## src/rtl/isqrt_pkg.sv

```systemverilog
// Shared types and helpers for the iterative integer square-root engine.
package isqrt_pkg;

   typedef enum logic [1:0] {IDLE, CALC, DONE} state_t;

   // Number of CALC cycles for a w-bit radicand resolving s root bits per clock.
   function automatic int iters(input int w, input int s);
      return w / (2 * s);
   endfunction

endpackage

```

## src/rtl/isqrt_step.sv

```systemverilog
// One restoring digit-by-digit square-root iteration (purely combinational).
module isqrt_step
   import isqrt_pkg::*;
#(
   parameter int ROOT_W = 16
) (
   input  logic [ROOT_W:0]   rem,
   input  logic [ROOT_W-1:0] root,
   input  logic [1:0]        bits,
   output logic [ROOT_W:0]   rem_nxt,
   output logic [ROOT_W-1:0] root_nxt
);

   logic [ROOT_W+2:0] r_sh;
   logic [ROOT_W+2:0] t;
   logic              ge;

   // One guard bit above the minimum keeps every operand bit live.
   assign r_sh = {rem, bits};
   assign t    = {1'b0, root, 2'b01};
   assign ge   = (r_sh >= t);

   // The true remainder never exceeds 2*root, so REM_W bits always hold it.
   assign rem_nxt  = ge ? (ROOT_W+1)'(r_sh - t) : (ROOT_W+1)'(r_sh);
   assign root_nxt = {root[ROOT_W-2:0], ge};

endmodule

```

## src/rtl/isqrt_datapath.sv

```systemverilog
// Iterative unsigned integer square root with start/ready/done handshake and abort.
module isqrt_datapath
   import isqrt_pkg::*;
#(
   parameter int DATA_WIDTH      = 32,
   parameter int STEPS_PER_CYCLE = 1
) (
   input  logic                    clk,
   input  logic                    rst,
   input  logic                    start_i,
   input  logic                    abort_i,
   input  logic [DATA_WIDTH-1:0]   data_i,
   output logic                    ready_o,
   output logic                    busy_o,
   output logic                    done_o,
   output logic [DATA_WIDTH/2-1:0] root_o,
   output logic [DATA_WIDTH/2:0]   rem_o,
   output logic                    zero_o,
   output logic                    exact_o
);

   localparam int ROOT_W = DATA_WIDTH / 2;
   localparam int REM_W  = ROOT_W + 1;
   localparam int ITERS  = iters(DATA_WIDTH, STEPS_PER_CYCLE);
   localparam int CNT_W  = (ITERS > 1) ? $clog2(ITERS) : 1;

   state_t state, state_nxt;

   logic [DATA_WIDTH-1:0] rad;
   logic [REM_W-1:0]      rem;
   logic [ROOT_W-1:0]     root;
   logic [CNT_W-1:0]      cnt;

   logic [STEPS_PER_CYCLE:0][REM_W-1:0]  rem_c;
   logic [STEPS_PER_CYCLE:0][ROOT_W-1:0] root_c;

   logic accept, last;

   assign accept = (state == IDLE) && start_i && !abort_i;
   assign last   = (cnt == '0);

   assign rem_c[0]  = rem;
   assign root_c[0] = root;

   // Chain of steps; step g consumes the g-th radicand bit pair from the top.
   for (genvar g = 0; g < STEPS_PER_CYCLE; g++) begin : g_step
      isqrt_step #(.ROOT_W(ROOT_W)) u_step (
         .rem      (rem_c[g]),
         .root     (root_c[g]),
         .bits     (rad[DATA_WIDTH-1-2*g -: 2]),
         .rem_nxt  (rem_c[g+1]),
         .root_nxt (root_c[g+1])
      );
   end

   always_ff @(posedge clk or posedge rst) begin
      if (rst) state <= IDLE;
      else     state <= state_nxt;
   end

   always_comb begin
      state_nxt = state;
      case (state)
         IDLE:    if (accept) state_nxt = CALC;
         CALC:    if (abort_i) state_nxt = IDLE;
                  else if (last) state_nxt = DONE;
         DONE:    state_nxt = IDLE;
         default: state_nxt = IDLE;
      endcase
   end

   always_comb begin
      ready_o = 1'b0;
      busy_o  = 1'b0;
      done_o  = 1'b0;
      case (state)
         IDLE:    ready_o = 1'b1;
         CALC:    busy_o  = 1'b1;
         DONE:    done_o  = 1'b1;
         default: ;
      endcase
   end

   always_ff @(posedge clk or posedge rst) begin
      if (rst) begin
         rad     <= '0;
         rem     <= '0;
         root    <= '0;
         cnt     <= '0;
         root_o  <= '0;
         rem_o   <= '0;
         zero_o  <= 1'b1;
         exact_o <= 1'b1;
      end else if (accept) begin
         rad  <= data_i;
         rem  <= '0;
         root <= '0;
         cnt  <= CNT_W'(ITERS - 1);
      end else if (state == CALC && !abort_i) begin
         rad  <= rad << (2 * STEPS_PER_CYCLE);
         rem  <= rem_c[STEPS_PER_CYCLE];
         root <= root_c[STEPS_PER_CYCLE];
         if (!last) begin
            cnt <= cnt - 1'b1;
         end else begin
            // Results are captured only on the edge entering DONE.
            root_o  <= root_c[STEPS_PER_CYCLE];
            rem_o   <= rem_c[STEPS_PER_CYCLE];
            zero_o  <= (root_c[STEPS_PER_CYCLE] == '0);
            exact_o <= (rem_c[STEPS_PER_CYCLE] == '0);
         end
      end
   end

endmodule

```

## config.mk

```make
export PLATFORM = sky130hd
export DESIGN_NAME = isqrt_datapath
export DESIGN_NICKNAME = d
export VERILOG_FILES = /design/src/rtl/isqrt_pkg.sv /design/src/rtl/isqrt_step.sv /design/src/rtl/isqrt_datapath.sv
export SDC_FILE = /design/constraint.sdc
export NUM_CORES = 1
export LEC_CHECK = 0
export ABC_CLOCK_PERIOD_IN_PS = 3200
export CORE_MARGIN = 4
export CORE_UTILIZATION = 50
export CTS_CLUSTER_DIAMETER = 80
export DETAILED_ROUTE_END_ITERATION = 10
export PLACE_DENSITY = 0.87
export SYNTH_ARGS = -nofsm -noshare
export SYNTH_HDL_FRONTEND = slang
export SYNTH_HIERARCHICAL = 1
export SYNTH_SLANG_ARGS = --single-unit
```

## constraint.sdc

```tcl
create_clock -name clk -period 3.2 [get_ports clk]
set_clock_uncertainty 0.2 [all_clocks]
set_input_delay 0.32 -clock clk [delete_from_list [all_inputs] [get_ports clk]]
set_output_delay 0.32 -clock clk [all_outputs]
set_load 0.02 [all_outputs]
```

Yosys cells after proc, flatten, opt, wreduce, memory -nomap -nowiden. Index checks and enable logic that the tools add are counted. W data, S select, Z words.

$add $sub $neg: 2. $mul: 0. Div/mod/pow operators: 0. Order comparisons: 1. Equality and inequality tests: 5. Shifts and indexed selects: 0. Muxes and demuxes: 17. Bitwise operators: 1. Reduce and logical (&&, ||, !) cells: 12.

Operator list (count): $mux W32 (2); $mux W17 (3); $mux W16 (2); $ge A19 B18 Y1 (1); $logic_not A17 Y1 (1); $sub A17 B17 Y17 (1); $logic_not A16 Y1 (1); $mux W4 (3); $mux W2 (3); $logic_not A4 Y1 (1); $ne A2 B2 Y1 const B (2); $pmux W2 S2 (1); $reduce_and A2 Y1 (2); $sub A4 B1 Y4 const B (1); $logic_and A1 B1 Y1 (3); $mux W1 (3); $ne A3 B3 Y1 const B (1); $reduce_and A3 Y1 (1); $eq A2 B1 Y1 const B (1); $eq A2 B2 Y1 const B (1); $logic_not A2 Y1 (1); $reduce_bool A2 Y1 (1); $logic_not A1 Y1 (1); $not A1 Y1 (1).

Register bits after elaboration: 106. Bits in latches: 0. Memory bits (writable): 0. Bits in read-only memories: 0. Input port bits: 36. Output and inout bits: 38. Word-level logic and storage cells: 47. Memories: 0.

Longest topological paths before layout. Gate-level depths: netlist of the first run.

Depth after elaboration: 5. Gate-level depth with buffers: 13. Gate-level depth less buffers: 11.

Cells and area by module. Netlist of the first run, hierarchy kept.

Modules (own cells, without submodules): isqrt_datapath (instances 1, cells each 322, area an instance 4418.0 µm², sequential area each 2655.0 µm²); isqrt_step (instances 1, cells each 164, area an instance 1249.9 µm², sequential area each 0.0 µm²).

Worst setup path before layout of the first run. No wires, ideal clock.

Path type: reg-to-reg. From: register rem[8]. To: register exact_o. Library setup time: 73 ps. Arrival: 2758 ps. Slack: 169 ps. Stages on the path, launching flop included: 12. Period minus slack after synthesis: 3031 ps. Path through: dfrtp_1 -> ha_1 -> a21oi_2 -> o21ai_1 -> a311o_1 -> a21o_1 -> a21boi_4 -> buf_12 -> mux2_4 -> nor4_1 -> nand3_1 -> o2bb2ai_1.

RTL lines: start, declared (line isqrt_datapath.sv:30) `logic [REM_W-1:0] rem;`; start signal, assigned (line isqrt_datapath.sv:101) `rem <= rem_c[STEPS_PER_CYCLE];`; end signal, assigned (line isqrt_datapath.sv:110) `exact_o <= (rem_c[STEPS_PER_CYCLE] == '0);`; end, declared (line isqrt_datapath.sv:19) `output logic exact_o`.

==> results of run 1 <==
routing by layer:
layer / share of wire / global-route usage
met5: 0.00059 / 0
met4: 0.023 / 0.07126
met3: 0.057 / 0.06607
met2: 0.50 / 0.3527
met1: 0.42 / 0.2747
logic make-up (layout without fill, tap and decap cells):
group                    count (synthesis)  in the layout  share of synthesized area
AND/OR/NAND/NOR                         80             80                    0.07770
buffers and inverters                   64            171                    0.06512
adder cells (fa/ha/maj)                 20             20                    0.04415
XOR/XNOR                                14             14                    0.02163
AO/OA/AOI/OAI                          152            152                     0.2022
flip-flops                             106            106                     0.4684
multiplexers                            50             50                     0.1208
path summary, 6_finish.rpt:
check	startpoint	to	slack [ns]
max	rem[6]$_DFFE_PP0P_	exact_o$_DFFE_PP1P_	0.09
min	rst	rad[13]$_DFFE_PP0P_	0.14
max reg2reg	rem[6]$_DFFE_PP0P_	exact_o$_DFFE_PP1P_	0.09
min reg2reg	rad[27]$_DFFE_PP0P_	rad[27]$_DFFE_PP0P_	0.28
max in group asynchronous	rst	exact_o$_DFFE_PP1P_	1.93
min in group clk	rad[27]$_DFFE_PP0P_	rad[27]$_DFFE_PP0P_	0.28
power by group through the flow:
| stage | sequential (W) | combinational, W | clock (W) |
|---|---|---|---|
| 3_3_place_gp | 0.00173 | 0.00399 | 0 |
| 6_report | 0.00173 | 0.00432 | 0.00108 |
| 3_5_place_dp | 0.00175 | 0.00407 | 0 |
| 2_1_floorplan | 0.00170 | 0.00261 | 0 |
| 5_1_grt | 0.00176 | 0.00462 | 0.00117 |
| 4_1_cts | 0.00173 | 0.00416 | 0.00111 |
worst reg2reg max path: stages, from the launching register on:
cell                        delay, ns
sky130_fd_sc_hd__dfrtp_1         0.41
sky130_fd_sc_hd__ha_1            0.33
sky130_fd_sc_hd__a21oi_1         0.16
sky130_fd_sc_hd__o21ai_1         0.10
sky130_fd_sc_hd__a311o_1         0.37
sky130_fd_sc_hd__a21o_1          0.19
sky130_fd_sc_hd__a21boi_4        0.21
sky130_fd_sc_hd__buf_6           0.17
sky130_fd_sc_hd__mux2_2          0.36
sky130_fd_sc_hd__nor4_2          0.28
sky130_fd_sc_hd__nand3_1         0.11
sky130_fd_sc_hd__o2bb2ai_1       0.15
cell usage in the layout, fill, tap and decap left out, drive strengths merged, types with 3 or more instances in the layout:
cell type / n
dfrtp: 104
clkdlybuf4s50: 73
a22o: 56
buf: 56
mux2: 48
a21o: 33
nand2: 29
inv: 27
a21oi: 27
ha: 20
nor2: 15
o21ai: 12
clkbuf: 11
xnor2: 8
nor4: 8
xor2: 6
nor3: 4
a311o: 4
nand4: 4
nor2b: 3
o211ai: 3
or3: 3
a21boi: 3
a211oi: 3
final cells by class:
class                   instances  area, um2
clock buffers                  11      242.7
clock inverters                 5      45.04
repair buffers                129       1209
well taps                     140      175.2
fillers                       828       3852
inverters                      26      101.3
flip-flops and latches        106       2655
multi-input cells             316       2703
registers in the layout (all words and copies together), names as in the netlist:
register and count:
zero_o 1, rem_o 17, root 16, rem 17, root_o 16, exact_o 1, state 2, rad 32
cnt 4
through the flow:
stage / TNS, ns / cells
3_3_place_gp: -0.02506 / 715
2_1_floorplan: 0 / 486
6_report: 0 / 733
5_1_grt: 0 / 733
4_1_cts: 0 / 731
3_5_place_dp: 0 / 715
what timing repair did:
item                       4_1_cts  5_1_grt
setup endpoints to repair        1        4
buffers inserted                 0        2
pin swaps                        0        1
gates cloned                     0        0
gates resized for setup          3        9
==> key figures, run 1 <==
Run
  • Max-cap violation count: 0

Global route
  • Wire length of the first global-routing pass: 22.56 mm
  • Overall overflow remaining after global route: 0
  • Pin count of the biggest net entering global routing: slightly above 70
  • Vias in the first global route: 4446
  • GRT Util Overall: 0.2163
  • Initial antenna violation count: 1

Routing
  • Final antenna-violating net count: 0
  • Per-cell routed wire length: 18.61 um
  • DR pass1 iterations: 4
  • Total DRC errors in the routed layout: 0
  • Total wire length: 13.64 mm
  • Total via count in the routed design: about 4200
  • Number of violations reported at the end of detailed-routing iteration 0: 243
  • Number of vias per cell after detailed routing: 5.765

Pwr
  • Peak supply drop: 0.7918 mV
  • Proportion of power drawn by flip-flops and latches: 0.243
  • Cell Pwr Density: 999.7 nW/um2
  • Proportion of power drawn by the clock network: 0.151
  • Switching fraction of total power: 0.3822
  • Overall power of the completed layout: 0.007129 W
  • Logic pwr share: 0.606
  • Internal portion of total power: around 0.0044 W
  • Static Leakage: 3.511 nW
  • Sw power: 0.002725 W

Synth
  • Cell types with the highest counts after synthesis: 104 x sky130_fd_sc_hd__dfrtp_1, 56 x sky130_fd_sc_hd__a22o_1, 33 x sky130_fd_sc_hd__a21o_1, 33 x sky130_fd_sc_hd__mux2_4, 28 x sky130_fd_sc_hd__nand2_1
  • Synth async-reset ratio: 1.000
  • Share of the yosys chip area belonging to registers: 0.4684
  • Most area-consuming cells after synthesis: sky130_fd_sc_hd__dfrtp_1 46%, sky130_fd_sc_hd__mux2_4 8.7%, sky130_fd_sc_hd__a22o_1 8.7%
  • Count of state elements after synthesis: approximately 110
  • Average footprint of a synthesized cell: about 12 um2
  • Number of distinct standard cells referenced by the synthesized netlist: 52
  • Largest area contributor in the synthesized netlist: sky130_fd_sc_hd__dfrtp_1
  • Most frequent cell after synthesis: sky130_fd_sc_hd__dfrtp_1
  • Post-synth top area share: 0.4592
  • Most common flop cell mapped by yosys: sky130_fd_sc_hd__dfrtp_1
  • Synth warnings: 6
  • Netlist area before placement: between 5000 and 6000 um2
  • Post-synthesis net count: roughly 540
  • Number of cells produced by synthesis: between 400 and 500
  • Post-synth EDFFs: 0

Setup path
  • Family of cells with the greatest summed delay on the critical path: compound AO/OA/AOI/OAI gates
  • Endpoint type of the worst setup path: flop
  • Delay of the slowest cell on the worst path: around 0.41 ns
  • CP Max Fanout: 7
  • Nature of the critical path startpoint: flop
  • Worst Path Required: between 3 and 4 ns
  • Type of the worst setup path: flop to flop
  • Worst Reg2Reg Path Length in Cells: 11
  • Depth of the critical timing path with buffers and inverters included: 11
  • Crit path arrival time: around 3.2 ns
  • Ordered list of cells on the worst path: ha_1 > a21oi_1 > o21ai_1 > a311o_1 > a21o_1 > a21boi_4 > buf_6 > mux2_2 > nor4_2 > nand3_1 > o2bb2ai_1
  • Worst Path Buf+Inv: 1
  • Standard cell with the maximum stage delay on the critical path: sky130_fd_sc_hd__dfrtp_1

Layout
  • Fin nets: about 640
  • Number of antenna cells inserted: 0
  • Signed area change from the synthesized netlist to the final layout: 25.81%
  • Fraction of layout instances using a drive strength above 1: 0.2395
  • Final cell area excluding filler cells: roughly 7100 um2
  • Utilization after layout: 0.6492

Floorplanning
  • Floorplan die width: between 100 and 150 um
  • Initial Util: 0.5161
  • Row count: 38
  • DIE HEIGHT: about 110 um
  • Std-Cell Core Area: ~11000 um2
  • I/O pin count: 74
  • Die footprint: around 13000 um2

STA
  • Final worst-path cycle share: 0.9715
  • Tightest Pin Transition: about 0.64 ns
  • Number of slew-limit violations in the final report: 0
  • Worst slew slack as a fraction of its limit: 0.5704
  • Fin crit period: between 3 and 4 ns
  • Peak clock frequency supported by timing: 0.3217 GHz
  • Worst-case hold slack: roughly 0.14 ns
  • Hold Violations, Final: 0
  • Finish-stage setup viols: 0
  • Worst setup margin: slightly above 0.09 ns
  • Unrepaired setup endpoints after global routing: false

Place
  • Placer Congestion: around 0.85
  • HPWL after detailed placement: 9.711 mm
  • Minimum setup slack after placement: a little under 0.02 ns
  • Count of buffers inserted at the top-level ports: 73
  • Dpl cell area: just under 7000 um2

Worst hold path
  • Worst hold path type: input port to asynchronous set/reset pin

Clock tree
  • Clock transition at the register clock pins on the worst setup and hold paths after CTS: 0.07 ns
  • # clock sinks: about 110
  • Quantity of hold-fixing buffers added after cts: 0
  • Clk buf depth: 2
  • Number of buffers added by the clock tree synthesis step: 9
  • H-tree levels: 3
  • Root Driver: sky130_fd_sc_hd__clkbuf_16
  • TritonCTS clock tree: built
  • Clk_lat worst skew: ~0.36 ns

Outcome
  • Outcome: complete, no violations
No activity file was read; power rests on OpenSTA's default activity.
==> inputs of run 2 (changes only) <==
--- a/config.mk
+++ b/config.mk
@@ -5,12 +5,12 @@
 export SDC_FILE = /design/constraint.sdc
 export NUM_CORES = 1
 export LEC_CHECK = 0
-export ABC_CLOCK_PERIOD_IN_PS = 3200
+export ABC_CLOCK_PERIOD_IN_PS = 3700
 export CORE_MARGIN = 4
-export CORE_UTILIZATION = 50
+export CORE_UTILIZATION = 60
 export CTS_CLUSTER_DIAMETER = 80
 export DETAILED_ROUTE_END_ITERATION = 10
-export PLACE_DENSITY = 0.87
+export PLACE_DENSITY = 0.95
 export SYNTH_ARGS = -nofsm -noshare
 export SYNTH_HDL_FRONTEND = slang
 export SYNTH_HIERARCHICAL = 1
==> constraint.sdc (replaced) <==
create_clock -name clk -period 3.7 [get_ports clk]
set_clock_uncertainty 0.2 [all_clocks]
set_input_delay 0.37 -clock clk [delete_from_list [all_inputs] [get_ports clk]]
set_output_delay 0.37 -clock clk [all_outputs]
set_load 0.02 [all_outputs]
==> run 2 against run 1 <==
Hold slack better by 0.14 ns. Die area down 16%. Cell area down 7.9%. Sequential power down 12%. Fmax down 8.3%. Highest routed layer is now met4.
==> key figures, run 2 (same netlist as run 1, synthesis figures left out) <==
Outcome
  • Outcome: complete, no violations

Global route
  • Pin count of the biggest net entering global routing: 66 (-8.3%)
  • Met3 global-route usage: 0.05312 (-0.01295)
  • Global routing's busiest layer: met2
  • Wire length of the first global-routing pass: 22.06 mm (-2.2%)
  • Global routing usage on met2: 0.4281 (+0.07532)
  • Initial antenna violation count: 0 (-1)
  • Overall overflow remaining after global route: 0 (unchanged)
  • Vias in the first global route: 4396 (-1.1%)
  • GRT Util Overall: 0.2479 (+0.03168)
  • Met1 usage in global routing: 0.3086 (+0.03388)

STA
  • Tightest Pin Transition: 0.8077 ns (+0.1633 ns)
  • Number of slew-limit violations in the final report: 0 (unchanged)
  • Peak clock frequency supported by timing: 0.2950 GHz (-8.3%)
  • Unrepaired setup endpoints after global routing: false
  • Fin crit period: 3.390 ns (+0.2815 ns)
  • Finish-stage setup viols: 0 (unchanged)
  • Worst slew slack as a fraction of its limit: 0.4616 (-0.1089)
  • Final worst-path cycle share: 0.9163 (-0.05519)
  • Accumulated negative setup slack: 0 ns (unchanged)
  • Hold Violations, Final: 0 (unchanged)

Clock tree
  • Clock transition at the register clock pins on the worst setup and hold paths after CTS: 0.12 ns (+0.05 ns)
  • Root Driver: sky130_fd_sc_hd__clkbuf_8
  • # clock sinks: 106 (unchanged)
  • Clk buf depth: 2 (unchanged)
  • TritonCTS clock tree: built
  • H-tree levels: 3 (unchanged)
  • Clk_lat worst skew: 0.38 ns (+0.02 ns)
  • Number of buffers added by the clock tree synthesis step: 9 (unchanged)
  • Post-cts gate resize count: 0 (-3)

Layout
  • Signed area change from the synthesized netlist to the final layout: 15.87%
  • Most common cell after layout, fill and taps aside: sky130_fd_sc_hd__dfrtp_1
  • Final cell area excluding filler cells: 6568 um2 (-7.9%)
  • Fraction of layout instances using a drive strength above 1: 0.1609 (-0.07858)
  • Register bank with the most flops: rad
  • Max reg flops: 32 (unchanged)
  • Biggest registers after layout: rad (32), rem (17), rem_o (17)
  • Number of antenna cells inserted: 0 (unchanged)
  • Fin nets: 598 (-7.1%)
  • Most used cells in the layout excluding fill and tap cells: 104 x sky130_fd_sc_hd__dfrtp_1, 73 x sky130_fd_sc_hd__clkdlybuf4s50_1, 56 x sky130_fd_sc_hd__a22o_1
  • Utilization after layout: 0.7142 (+0.06491)
  • Finished Layout Cells: 658 (-10%)

Floorplanning
  • Row count: 35 (-7.9%)
  • DIE HEIGHT: 105.2 um (-8.1%)
  • I/O pin count: 74 (unchanged)
  • Initial Util: 0.6163 (+0.1003)
  • Die footprint: 11070 um2 (-16%)
  • Std-Cell Core Area: 9196 um2 (-16%)
  • Floorplan die width: 105.2 um (-8.1%)

Place
  • Count of buffers inserted at the top-level ports: 73 (unchanged)
  • Dpl cell area: 6355 um2 (-6.1%)
  • Placer Congestion: 0.8873 (+4.8%)
  • HPWL after detailed placement: 9.343 mm (-3.8%)
  • Cell count after placement: 641 (-10%)

Routing
  • DR pass1 iterations: 4 (unchanged)
  • Per-cell routed wire length: 19.68 um (+5.8%)
  • Number of vias per cell after detailed routing: 6.141 (+6.5%)
  • Number of violations reported at the end of detailed-routing iteration 0: 200 (-18%)
  • Total DRC errors in the routed layout: 0 (unchanged)
  • Total wire length: 12.95 mm (-5.1%)
  • Total via count in the routed design: 4041 (-4.4%)
  • Final antenna-violating net count: 0 (unchanged)

Setup path
  • Type of the worst setup path: flop to flop
  • Critical Path Sink: exact_o$_DFFE_PP1P_
  • Endpoint type of the worst setup path: flop
  • Slack of the worst reg-to-reg path: 0.31 ns (+0.22 ns)
  • Standard cell with the maximum stage delay on the critical path: sky130_fd_sc_hd__dfrtp_1
  • Crit path arrival time: 3.49 ns (+0.30 ns)
  • Worst Path Required: 3.80 ns (+0.52 ns)
  • Critical path launch point: root[11]$_DFFE_PP0P_
  • Ordered list of cells on the worst path: inv_1 > ha_1 > a21oi_1 > a21oi_1 > a311o_1 > a21o_1 > a21boi_4 > buf_4 > mux2_2 > nor4_1 > nand3_1 > o2bb2ai_1
  • Delay of the slowest cell on the worst path: 0.43 ns (+0.02 ns)
  • Library cell appearing most often on the critical path: sky130_fd_sc_hd__a21oi_1
  • Nature of the critical path startpoint: flop
  • R2R Path Start: root[11]$_DFFE_PP0P_
  • Worst Reg2Reg Path Length in Cells: 12 (+1)
  • CP Max Fanout: 9 (+2)
  • Worst reg2reg path endpoint: exact_o$_DFFE_PP1P_

Pwr
  • Peak supply drop: 0.4567 mV (-42%)
  • Cell Pwr Density: 771.0 nW/um2 (-23%)
  • Static Leakage: 3.228 nW (-8.1%)

Run
  • Max-cap violation count: 0 (unchanged)

Worst hold path
  • Worst hold path type: input port to asynchronous set/reset pin
## run 2: cell types whose count changed in the layout (fill, tap and decap cells not counted), sizes merged
cell and delta:
clkbuf -1, clkinvlp -2, buf -46, inv +3
## run 2: cell type report
type	count	area (um2)
flip-flops and latches	106	2655
inverters	26	100.1
multi-input cells	316	2650
well taps	111	138.9
fillers	641	2629
clock buffers	10	137.6
clock inverters	6	67.56
repair buffers	83	818.3
## run 2: metal layers
layer / up-vias / share of wire
li1: 1875 / -
met1: 2013 / 0.42
met2: 122 / 0.51
met3: 31 / 0.051
met4: 0 / 0.022
met5: - / 0
## run 2: worst min-delay path by stage
| stage | end | slack, ns | cells past startpoint |
|---|---|---|---|
| final | rad[22]$_DFFE_PP0P_ | 0.29 | 2 |
| after global placement | rad[21]$_DFFE_PP0P_ | 0.26 | 1 |
| after detailed placement | rad[11]$_DFFE_PP0P_ | 0.27 | 1 |
| after floorplan | rad[29]$_DFFE_PP0P_ | 0.25 | 1 |
| after CTS | rad[19]$_DFFE_PP0P_ | 0.30 | 1 |
| after global routing | rad[21]$_DFFE_PP0P_ | 0.31 | 1 |
## run 2: per-stage QoR
stage,setup WS [ns],hold slack [ns],total power (W)
final,0.3097,0.2874,0.005063
after global routing,0.1026,0.3137,0.005404
after CTS,0.07204,0.2952,0.005024
after detailed placement,0.1138,0.2694,0.004278
after global placement,0.3114,0.2587,0.004188
after floorplan,0.3444,0.2490,0.003726
## run 2: worst max-delay path, delay by kind of cell, from the launching register on
kind,cells,cell delay (ns)
buffers and inverters,2,0.27
AOI/OAI and AO/OA,6,1.26
and+or+nand+nor,2,0.44
adders and majority gates,1,0.34
muxes,1,0.38
DFF,1,0.43
## run 2: repair_timing
action,in CTS,in global routing
setup endpoints to repair,0,1
buffers inserted,0,1
hold buffers,0,0
## run 2: power breakdown
| group | internal [W] | leakage [nW] | switching [W] |
|---|---|---|---|
| logic | 0.00135 | 1.73 | 0.00147 |
| registers | 0.00134 | 1.40 | 0.000175 |
| clock network | 0.000285 | 0.104 | 0.000448 |
| total | 0.00298 | 3.23 | 0.00209 |
